File: src/rtl/decoder_sel_arbiter_pkg.sv
// ============================================================================
// Module   : decoder_sel_arbiter_pkg
// Purpose  : Shared types and constants for the decoder select arbiter.
// Revision : 1.0 - initial release
// ============================================================================
`default_nettype none

package decoder_sel_arbiter_pkg;

   localparam int NUM_REQ = 4;
   localparam int IDX_W   = 2;

   typedef enum logic [1:0] {
      IDLE  = 2'd0,
      GRANT = 2'd1,
      GAP   = 2'd2
   } state_e;

   // Round-robin pointer step; the 2-bit width gives the 3->0 wrap for free.
   function automatic logic [IDX_W-1:0] wrap_inc(input logic [IDX_W-1:0] v);
      return v + IDX_W'(1);
   endfunction

endpackage

`default_nettype wire

File: src/rtl/decoder_sel_arbiter_rr_pick4.sv
// ============================================================================
// Module   : rr_pick4
// Purpose  : Combinational 4-way round-robin pick. Rotates the request vector
//            so the pointer position becomes bit 0, priority-encodes the
//            lowest set bit, then adds the pointer back to un-rotate.
// Revision : 1.0 - initial release
// ============================================================================
`default_nettype none

module rr_pick4
   import decoder_sel_arbiter_pkg::*;
(
   input  logic [NUM_REQ-1:0] req,
   input  logic [IDX_W-1:0]   ptr,
   output logic [IDX_W-1:0]   idx,
   output logic               any
);

   logic [2*NUM_REQ-1:0] req_dbl;
   logic [NUM_REQ-1:0]   req_rot;
   logic [IDX_W-1:0]     rot_off;

   // Doubling the vector lets a plain part-select act as a rotate.
   assign req_dbl = {req, req};
   assign req_rot = req_dbl[{1'b0, ptr} +: NUM_REQ];

   // Lowest set bit of the rotated vector is the first requester at/after ptr.
   always_comb begin
      rot_off = '0;
      for (int i = NUM_REQ - 1; i >= 0; i--) begin
         if (req_rot[i]) begin
            rot_off = IDX_W'(i);
         end
      end
   end

   assign idx = rot_off + ptr;
   assign any = |req;

endmodule

`default_nettype wire

File: src/rtl/decoder_sel_arbiter.sv
// ============================================================================
// Module   : decoder_sel_arbiter
// Purpose  : Round-robin 4-way arbiter driving the select/enable of a 2-to-4
//            one-hot decoder. Holds a grant until done or timeout, and always
//            inserts a one-cycle gap between grants (break-before-make).
// Revision : 1.0 - initial release
// ============================================================================
`default_nettype none

module decoder_sel_arbiter
   import decoder_sel_arbiter_pkg::*;
#(
   parameter int TIMEOUT = 16,
   parameter int CNT_W   = 5
)(
   input  logic               clk,
   input  logic               rst_n,
   input  logic [NUM_REQ-1:0] req,
   input  logic               done,
   output logic [IDX_W-1:0]   sel,
   output logic               en,
   output logic               busy,
   output logic               timeout
);

   // Last hold-count value before a forced release (unused when TIMEOUT==0).
   localparam logic [CNT_W-1:0] TO_LAST = CNT_W'(TIMEOUT - 1);

   state_e             state_q, state_d;
   logic [IDX_W-1:0]   ptr_q,   ptr_d;
   logic [CNT_W-1:0]   cnt_q,   cnt_d;
   logic [IDX_W-1:0]   sel_q,   sel_d;
   logic               en_q,    en_d;
   logic               busy_q,  busy_d;
   logic               timeout_q, timeout_d;

   logic [IDX_W-1:0]   pick_idx;
   logic               pick_any;
   logic               hold_expired;

   rr_pick4 u_pick (
      .req (req),
      .ptr (ptr_q),
      .idx (pick_idx),
      .any (pick_any)
   );

   assign hold_expired = (TIMEOUT != 0) && (cnt_q == TO_LAST);

   // State and output registers; reset is asynchronous so en drops at once.
   always_ff @(posedge clk or negedge rst_n) begin
      if (!rst_n) begin
         state_q   <= IDLE;
         ptr_q     <= '0;
         cnt_q     <= '0;
         sel_q     <= '0;
         en_q      <= 1'b0;
         busy_q    <= 1'b0;
         timeout_q <= 1'b0;
      end else begin
         state_q   <= state_d;
         ptr_q     <= ptr_d;
         cnt_q     <= cnt_d;
         sel_q     <= sel_d;
         en_q      <= en_d;
         busy_q    <= busy_d;
         timeout_q <= timeout_d;
      end
   end

   // Next-state: done wins over the hold limit, GAP always lasts one cycle.
   always_comb begin
      state_d = state_q;
      case (state_q)
         IDLE:    if (pick_any)              state_d = GRANT;
         GRANT:   if (done || hold_expired)  state_d = GAP;
         GAP:                                state_d = IDLE;
         default:                            state_d = IDLE;
      endcase
   end

   // Register next-values: latch winner, count hold, advance ptr on release.
   always_comb begin
      sel_d     = sel_q;
      ptr_d     = ptr_q;
      cnt_d     = cnt_q;
      timeout_d = 1'b0;
      case (state_q)
         IDLE: begin
            if (pick_any) begin
               sel_d = pick_idx;
               cnt_d = '0;
            end
         end
         GRANT: begin
            if (done) begin
               ptr_d = wrap_inc(sel_q);
            end else if (hold_expired) begin
               ptr_d     = wrap_inc(sel_q);
               timeout_d = 1'b1;
            end else begin
               cnt_d = cnt_q + CNT_W'(1);
            end
         end
         default: ;
      endcase
      en_d   = (state_d == GRANT);
      busy_d = (state_d != IDLE);
   end

   assign sel     = sel_q;
   assign en      = en_q;
   assign busy    = busy_q;
   assign timeout = timeout_q;

endmodule

`default_nettype wire

File: config.mk
export PLATFORM = sky130hd
export DESIGN_NAME = decoder_sel_arbiter
export DESIGN_NICKNAME = d
export VERILOG_FILES = /design/src/rtl/decoder_sel_arbiter_pkg.sv /design/src/rtl/decoder_sel_arbiter_rr_pick4.sv /design/src/rtl/decoder_sel_arbiter.sv
export SDC_FILE = /design/constraint.sdc
export NUM_CORES = 1
export LEC_CHECK = 0
export ABC_AREA = 1
export ABC_CLOCK_PERIOD_IN_PS = 1500
export CELL_PAD_IN_SITES_DETAIL_PLACEMENT = 1
export CELL_PAD_IN_SITES_GLOBAL_PLACEMENT = 1
export CORE_MARGIN = 3
export CORE_UTILIZATION = 31
export DETAILED_ROUTE_END_ITERATION = 12
export PLACE_DENSITY = 0.71
export SYNTH_ARGS = -nofsm -noshare
export SYNTH_HDL_FRONTEND = slang
export SYNTH_SLANG_ARGS = --single-unit
File: constraint.sdc
create_clock -name clk -period 1.5 [get_ports clk]
set_clock_uncertainty 0.1 [all_clocks]
set_input_delay 0.15 -clock clk [delete_from_list [all_inputs] [get_ports clk]]
set_output_delay 0.15 -clock clk [all_outputs]
set_load 0.005 [all_outputs]
==> impl_metrics.tcl <==
set metrics [dict create \
    grt_use_total_pct 15.9 \
    violations "setup timing" \
    r2r_slack_ns -0.21 \
    diodes 0 \
    htreeDepth 1 \
    cp-start-kind "flip-flop" \
    synth_seq_cells 14 \
    tightest_slew_ns 0.405 \
    nFillCells 278 \
    drv_slew 0 \
    synth_edf_count 0 \
    drive_gt1_share_pct 48.9 \
    io_pins 12 \
    finalWorstSetupSlack_ns -0.212 \
    cp_max_fo 6 \
    synth_most_common_cell "nand2_1" \
    clk_path_buf_depth 2 \
    synthCells 97 \
    tns_ns -1.14 \
    synth_common_cells "27 x nand2_1, 15 x nand3_1, 14 x dfrtp_1, 7 x nor2_1, 6 x inv_1" \
    clkSinkCount 14 \
    vias 776 \
    areaGrowthSynthToFinish_pct 66.4 \
    grt_max_degree 15 \
    synth_area_sq_um 759 \
    slew_headroom_pct 73.0 \
    die_w_microns 55.5 \
    timing.final.hold_violations 0 \
    endpoint_kind "flip-flop" \
    leakage_nw 0.625 \
    die_h_microns 55.5 \
    yosysTopAreaCellShare_pct 46.1 \
    synthFlopType "dfrtp_1" \
    synth_area_leaders "dfrtp_1 46%, nand2_1 13%, nand3_1 9.9%" \
    r2r_cells 11 \
    grt_pass1_vias 867 \
    cts-root-buf "clkbuf_4" \
    yosysTopAreaCell "dfrtp_1" \
    setup_violations 10 \
    finalNetCount 142 \
    fin_area_sq_um 1260 \
    hp-class "in2async" \
    maxCapViolations 0 \
    p_total_w 0.00238 \
    clock_latency_ns 0.29 \
    ir_worst_vdd_v 0.000777 \
    rsz0062_at_grt "yes" \
    gp_congestion 0.837 \
    status "finished with violations" \
    synthesis.nets 107 \
    finish.utilization_pct 55.5 \
    timing.final.crit_period_ns 1.71 \
    viasPerCell 4.88 \
    dpl_cell_area_sq_um 1030 \
    port_buffers 11 \
    initial_utilization_pct 33.4 \
    ys_seq_area_share_pct 46.1 \
    firstDrtPassIters 2 \
    wire_per_inst_microns 14.7 \
    power_density_nw_per_um2 1890 \
    drcViolationCount 0 \
    rows 17 \
    dp_hpwl_microns 1570 \
    yosysWarnings 0 \
    path_clk_slew_ns 0.09 \
    rr_startpoint "ptr_q[0]" \
    grt_first_pass_wirelength_microns 3820 \
    finalCritPeriodShare_pct 114 \
    placed_cells 149 \
    finalNonFillerCells 159 \
    drt_first_iter_violations 7 \
    avgSynthCellArea_sq_um 7.83 \
    arrival_ns 1.85 \
    synthArstFlopShare_pct 100 \
    antenna_found_initial 0 \
    detail-route-antenna-nets 0 \
    fmax_mhz 584 \
    synth_cell_types 19 \
    criticalPathCategory "reg2reg" \
    hold_buffers 0 \
    cts_tree "done" \
    drt_wl_total_microns 2330 \
    grt-ovfl-total 0 \
    r2r_end "sel[1]" \
    required_ns 1.64 \
    core-area_sq_um 2280 \
    cts_made_buffers 3 \
    dieArea_sq_um 3080 \
]
[through the flow]
| stage | setup slack (ns) | hold WS (ns) |
|---|---|---|
| after floorplan | -0.0780 | -0.246 |
| after global placement | -0.300 | 0.375 |
| after detailed placement | -0.442 | 0.378 |
| after CTS | -0.244 | 0.0514 |
| after global routing | -0.336 | 0.0551 |
| final | -0.212 | 0.0526 |
[registers in the layout (all words and copies together), names as in the netlist]
signal and flops:
timeout 1, en 1, state_q 2, ptr_q 2, sel 2, busy 1, cnt_q 5
[cell type report]
cell class	count	area, sq um	share of cell area, %
Tap cell	28	35.0	2.77
Inverter	11	43.8	3.47
Clock buffer	4	36.3	2.87
Timing Repair Buffer	29	269	21.3
Multi-Input combinational cell	73	527	41.7
Sequential cell	14	353	27.9
[where the power goes]
| part | switching, W | internal [W] |
|---|---|---|
| sequential | 0.000122 | 0.000513 |
| clock | 0.000140 | 0.000148 |
| combinational | 0.000769 | 0.000692 |
| total | 0.00103 | 0.00135 |
[what timing repair did]
item | 4_1_cts | 5_1_grt
buffers inserted | 4 | 2
setup endpoints to repair | 12 | 14
resized for setup | 23 | 19
cloned | 1 | 0
pin swaps | 12 | 13
[logic make-up (layout without fill, tap and decap cells)]
| logic type | after synthesis | count (layout) | synth area share (%) |
|---|---|---|---|
| and+or+nand+nor | 61 | 62 | 36.9 |
| AOI/OAI and AO/OA | 6 | 6 | 4.28 |
| adders and majority gates | 3 | 3 | 4.94 |
| DFF | 14 | 14 | 46.1 |
| xor gates and xnor gates | 2 | 2 | 2.31 |
| buffers and inverters | 11 | 44 | 5.44 |
[worst max path at each step]
stage | startpoint | endpoint | slack [ns] | cells after the start
2_1_floorplan | ptr_q[0] | sel[1] | -0.08 | 12
3_3_place_gp | req[3] | sel[1] | -0.30 | 12
3_5_place_dp | req[1] | sel[1] | -0.44 | 12
4_1_cts | ptr_q[0] | sel[1] | -0.24 | 12
5_1_grt | ptr_q[0] | sel[1] | -0.34 | 12
6_report | ptr_q[0] | sel[1] | -0.21 | 11
[cell usage in the layout (no fill, tap or decap), drive strengths merged]
master         count
dlymetal6s2s       2
o21ai              4
xor2               1
buf               18
nor3b              2
inv               10
nand2             31
dfrtp             14
nand3             15
nor2              10
clkbuf             4
a21boi             1
xnor2              1
clkdlybuf4s50      9
clkinv             1
ha                 3
a21oi              1
nor3               4
[worst max-delay path, stage by stage, from the launching register on]
cell	delay (ns)
dfrtp_2	0.49
inv_4	0.12
nand2_1	0.09
nand3_1	0.09
nand2_2	0.06
a21boi_2	0.18
ha_4	0.16
xnor2_2	0.12
inv_1	0.07
nand3_2	0.06
nand3_2	0.06
nand2_1	0.05
[layer usage]
metal | routed length (microns) | global-route usage, % | share of wire, % | vias up
met5 | 0 | 0 | 0 | -
met4 | 48 | 8.33 | 2.1 | 0
met3 | 43 | 1.87 | 1.8 | 5
met2 | 1300 | 30.1 | 56 | 8
met1 | 945 | 16.9 | 41 | 381
li1 | - | - | - | 382
Power figures use the tool's default switching activity.
==> variant 1, RTL diff (config.mk and constraints unchanged) <==
Register the output `sel` once more, with the module's reset; this adds one clock of latency there. The other outputs are not delayed to match.
--- a/src/rtl/decoder_sel_arbiter.sv
+++ b/src/rtl/decoder_sel_arbiter.sv
@@ -108,7 +108,13 @@
       busy_d = (state_d != IDLE);
    end
 
-   assign sel     = sel_q;
+   always_ff @(posedge clk or negedge rst_n) begin
+      if (!rst_n) begin
+         sel <= '0;
+      end else begin
+         sel <= sel_q;
+      end
+   end
    assign en      = en_q;
    assign busy    = busy_q;
    assign timeout = timeout_q;
Formal check against the unedited RTL: not equivalent (a bounded check fails within 4 cycles, from zero or initial values and one cycle with rst_n low).
==> variant 1 against the original RTL <==
- the run still ends with setup timing left
- synthesized area is 4.8% higher
- final area is 5.3% higher
- power is 7.1% higher
- highest routed layer unchanged
- sequential cell count is 2 higher
- first-iteration DRC count grew to 2.9 times the old value
- via count is 3.2% higher
- worst setup slack worse by 0.077 ns
- wire length is 2.3% higher
==> variant 1: results <==
[placement]
place_congestion = 0.776
place_area_mm2 = 0.00103
detailed_place_hpwl_um = 1470
pre_cts_ws_ns = -0.447
placed_cells = 147

[drt]
drt_iter0_markers = 20
post_drt_via_cell_ratio = 4.85
met1_length_um = 966
dr_wl_met2_um = 1280
firstDrtPassIters = 4
wl_per_cell_um = 14.5
wl_met3_um = 84
wl_um = 2390

[sta]
hold_ws_ns = 0.0924
finalSetupViolCount = 11
timing.final.ws_setup_ns = -0.289
slew_headroom_pct = 82.1
fin_tns_setup_ns = -1.10

[synthesis]
synth_cell_types = 16
synthTopCellsByArea = dfrtp_1 (50%), nand2_1 (13%), nand3_1 (9.4%)
syn_inst = 98
synth_common_cells = nand2_1 (28), dfrtp_1 (16), nand3_1 (15), nor2_1 (9), inv_2 (5)
ys_seq_area_share_pct = 50.3
synth_compound_area_share_pct = 4.72
synthesis.nets = 108
synthFlopType = dfrtp_1
synthAdderAreaFrac_pct = 4.72
synth-xor-area-share_pct = 2.20

[pwr]
leakage_nw = 0.638
p_comb_share_pct = 60.2
p_seq_share_pct = 28.9
p_per_area_mw_per_mm2 = 1920
swShare_pct = 40.7
peakVddDrop_uv = 1120
power_switching_mw = 1.04

[clock_network]
cts_setup_buffers = 11
post_cts_resized = 36
clk_path_buf_depth = 2

[outcome]
violations = setup timing
status = finished, violations left

[global_route]
grt.met1_usage_pct = 18.3
grtUsageMet2_pct = 29.9
first_global_vias = 918
grt_use_met3_pct = 3.45
grt_util_all_layers_pct = 16.4
grt_max_degree = 17

[layout]
drive_gt1_share_pct = 49.6
nFillCells = 270

[critical_path]
worstPathArrival_ns = 1.87
[variant 1: final cells by class]
class	instances	share of cell area (%)
repair buffers	35	23.2
multi-input cells	73	38.4
flip-flops and latches	16	30.3
well taps	28	2.63
inverters	9	2.73
clock buffers	4	2.73
[variant 1: path summary, 6_finish.rpt]
path	endpoint
worst max-delay path	sel_q[1]$_DFFE_PN0P_
worst min-delay path	cnt_q[0]$_DFFE_PN0P_
worst max register to register	sel_q[1]$_DFFE_PN0P_
worst min register to register	sel[1]$_DFF_PN0_
max in group asynchronous	ptr_q[0]$_DFFE_PN0P_
min in group clk	sel[1]$_DFF_PN0_
[variant 1: worst max-delay path, stage by stage (launching register included)]
cell and delay, ns:
dfrtp_2 0.48, inv_4 0.13, nand2_4 0.06, nand3_1 0.09, nand2_1 0.08, a21boi_2 0.16
ha_2 0.20, xor2_2 0.17, inv_1 0.05, nand2_1 0.04, nand3_1 0.08, nand2_1 0.05
==> variant 2, RTL diff (same settings) <==
Made on the original files. The package constant `NUM_REQ` goes from 4 to 5.
--- a/src/rtl/decoder_sel_arbiter_pkg.sv
+++ b/src/rtl/decoder_sel_arbiter_pkg.sv
@@ -7,7 +7,7 @@
 
 package decoder_sel_arbiter_pkg;
 
-   localparam int NUM_REQ = 4;
+   localparam int NUM_REQ = 5;
    localparam int IDX_W   = 2;
 
    typedef enum logic [1:0] {
Ports: changed (resized req); port bits go from 12 to 13. The function was not compared with the original's and may differ.
==> variant 2 against the original RTL <==
- the flow still finishes with violations (setup timing)
- sequential cell count unchanged
- final area down 0.79%
- wire length down 7.4%
- utilization up 0.080 points
- synthesized area down 0.66%
- via count down 0.26%
- power down 0.72%
- worst setup slack better by 0.0013 ns
- highest routed layer unchanged
==> variant 2: results <==
[synthesis]
synth_common_cells = nand2_1 (32), dfrtp_1 (14), nand3_1 (13), nor2_1 (10), inv_1 (8)
synthFlopType = dfrtp_1
synth_cell_types = 18
synth_top_area_share_pct = 46.4
synthesis.nets = 109
synthTopCellsByArea = dfrtp_1 (46%), nand2_1 (16%), nand3_1 (8.6%)
ys_seq_area_share_pct = 46.4

[critical_path]
slowest_delay_ns = 0.46
reg2regPathDepth = 11
worstPathArrival_ns = 1.78

[layout]
drive_gt1_share_pct = 45.6
diodes = 0
fin_nets = 148
nFillCells = 275

[outcome]
status = finished, violations left
violations = setup timing

[global_route]
grt_pass1_wl_um = 3760
grt_util_all_layers_pct = 15.1
first_global_vias = 851

[placement]
place_area_mm2 = 0.00103
place_congestion = 0.877
port_buffers = 12
detailed_place_hpwl_um = 1490

[pwr]
clk-power_uw = 270
p_comb_share_pct = 62.0
swShare_pct = 41.6
peakVddDrop_uv = 1070
leakage_nw = 0.601

[sta]
finalSetupViolCount = 10
timing.final.ws_setup_ns = -0.211
fin_tns_setup_ns = -1.29
tightest_slew_ns = 0.198
hold_ws_ns = 0.0642

[drt]
drt_iter0_markers = 15
firstDrtPassIters = 3
vias = 774

[min_path]
hp-class = in2async
variant 2: changes by cell type after synthesis, moves of 2 or more:
cell / before / now
nand2_1: 27 / 32
inv_2: 4 / 1
nor2_1: 7 / 10
nor2_2: 3 / 0
a21oi_1: 1 / 3
inv_1: 6 / 8
nand3_1: 15 / 13
nor3_1: 4 / 2
o21ai_1: 2 / 0
variant 2: cells by family (layout without fill, tap and decap cells):
group / count (synthesis) / count (layout) / share of synthesized area, %
AO/OA/AOI/OAI: 7 / 7 / 5.31
XOR/XNOR: 2 / 2 / 2.32
adder cells (fa/ha/maj): 3 / 3 / 4.98
buffers and inverters: 10 / 48 / 4.97
flip-flops: 14 / 14 / 46.4
AND/OR/NAND/NOR: 62 / 62 / 36.0
variant 2: layout make-up:
class	count	share of cell area, %
multi-input cells	74	39.5
flip-flops and latches	14	28.0
repair buffers	34	23.4
inverters	10	3.39
clock buffers	4	2.89
well taps	28	2.79
variant 2: repair_timing:
action                                  4_1_cts  5_1_grt
pin swaps                                    13        5
gates resized for setup                      19       14
buffers inserted                              7        3
endpoints found under the setup margin        9       12
variant 2: metrics by stage:
stage	setup slack, ns	utilization, %	total power [mW]	instances
6_report	-0.211	55.6	2.37	164
5_1_grt	-0.353	55.6	2.60	164
4_1_cts	-0.249	52.1	2.20	161
3_5_place_dp	-0.470	45.5	1.73	151
3_3_place_gp	-0.379	45.5	1.70	151
2_1_floorplan	-0.124	-	1.23	98
variant 2: routing by layer:
layer	up-vias	routed length, um	GRT usage, %
met4	0	22	5.21
met5	-	0	0
met1	367	919	16.5
met3	4	54	3.04
li1	394	-	-
met2	9	1160	28.5
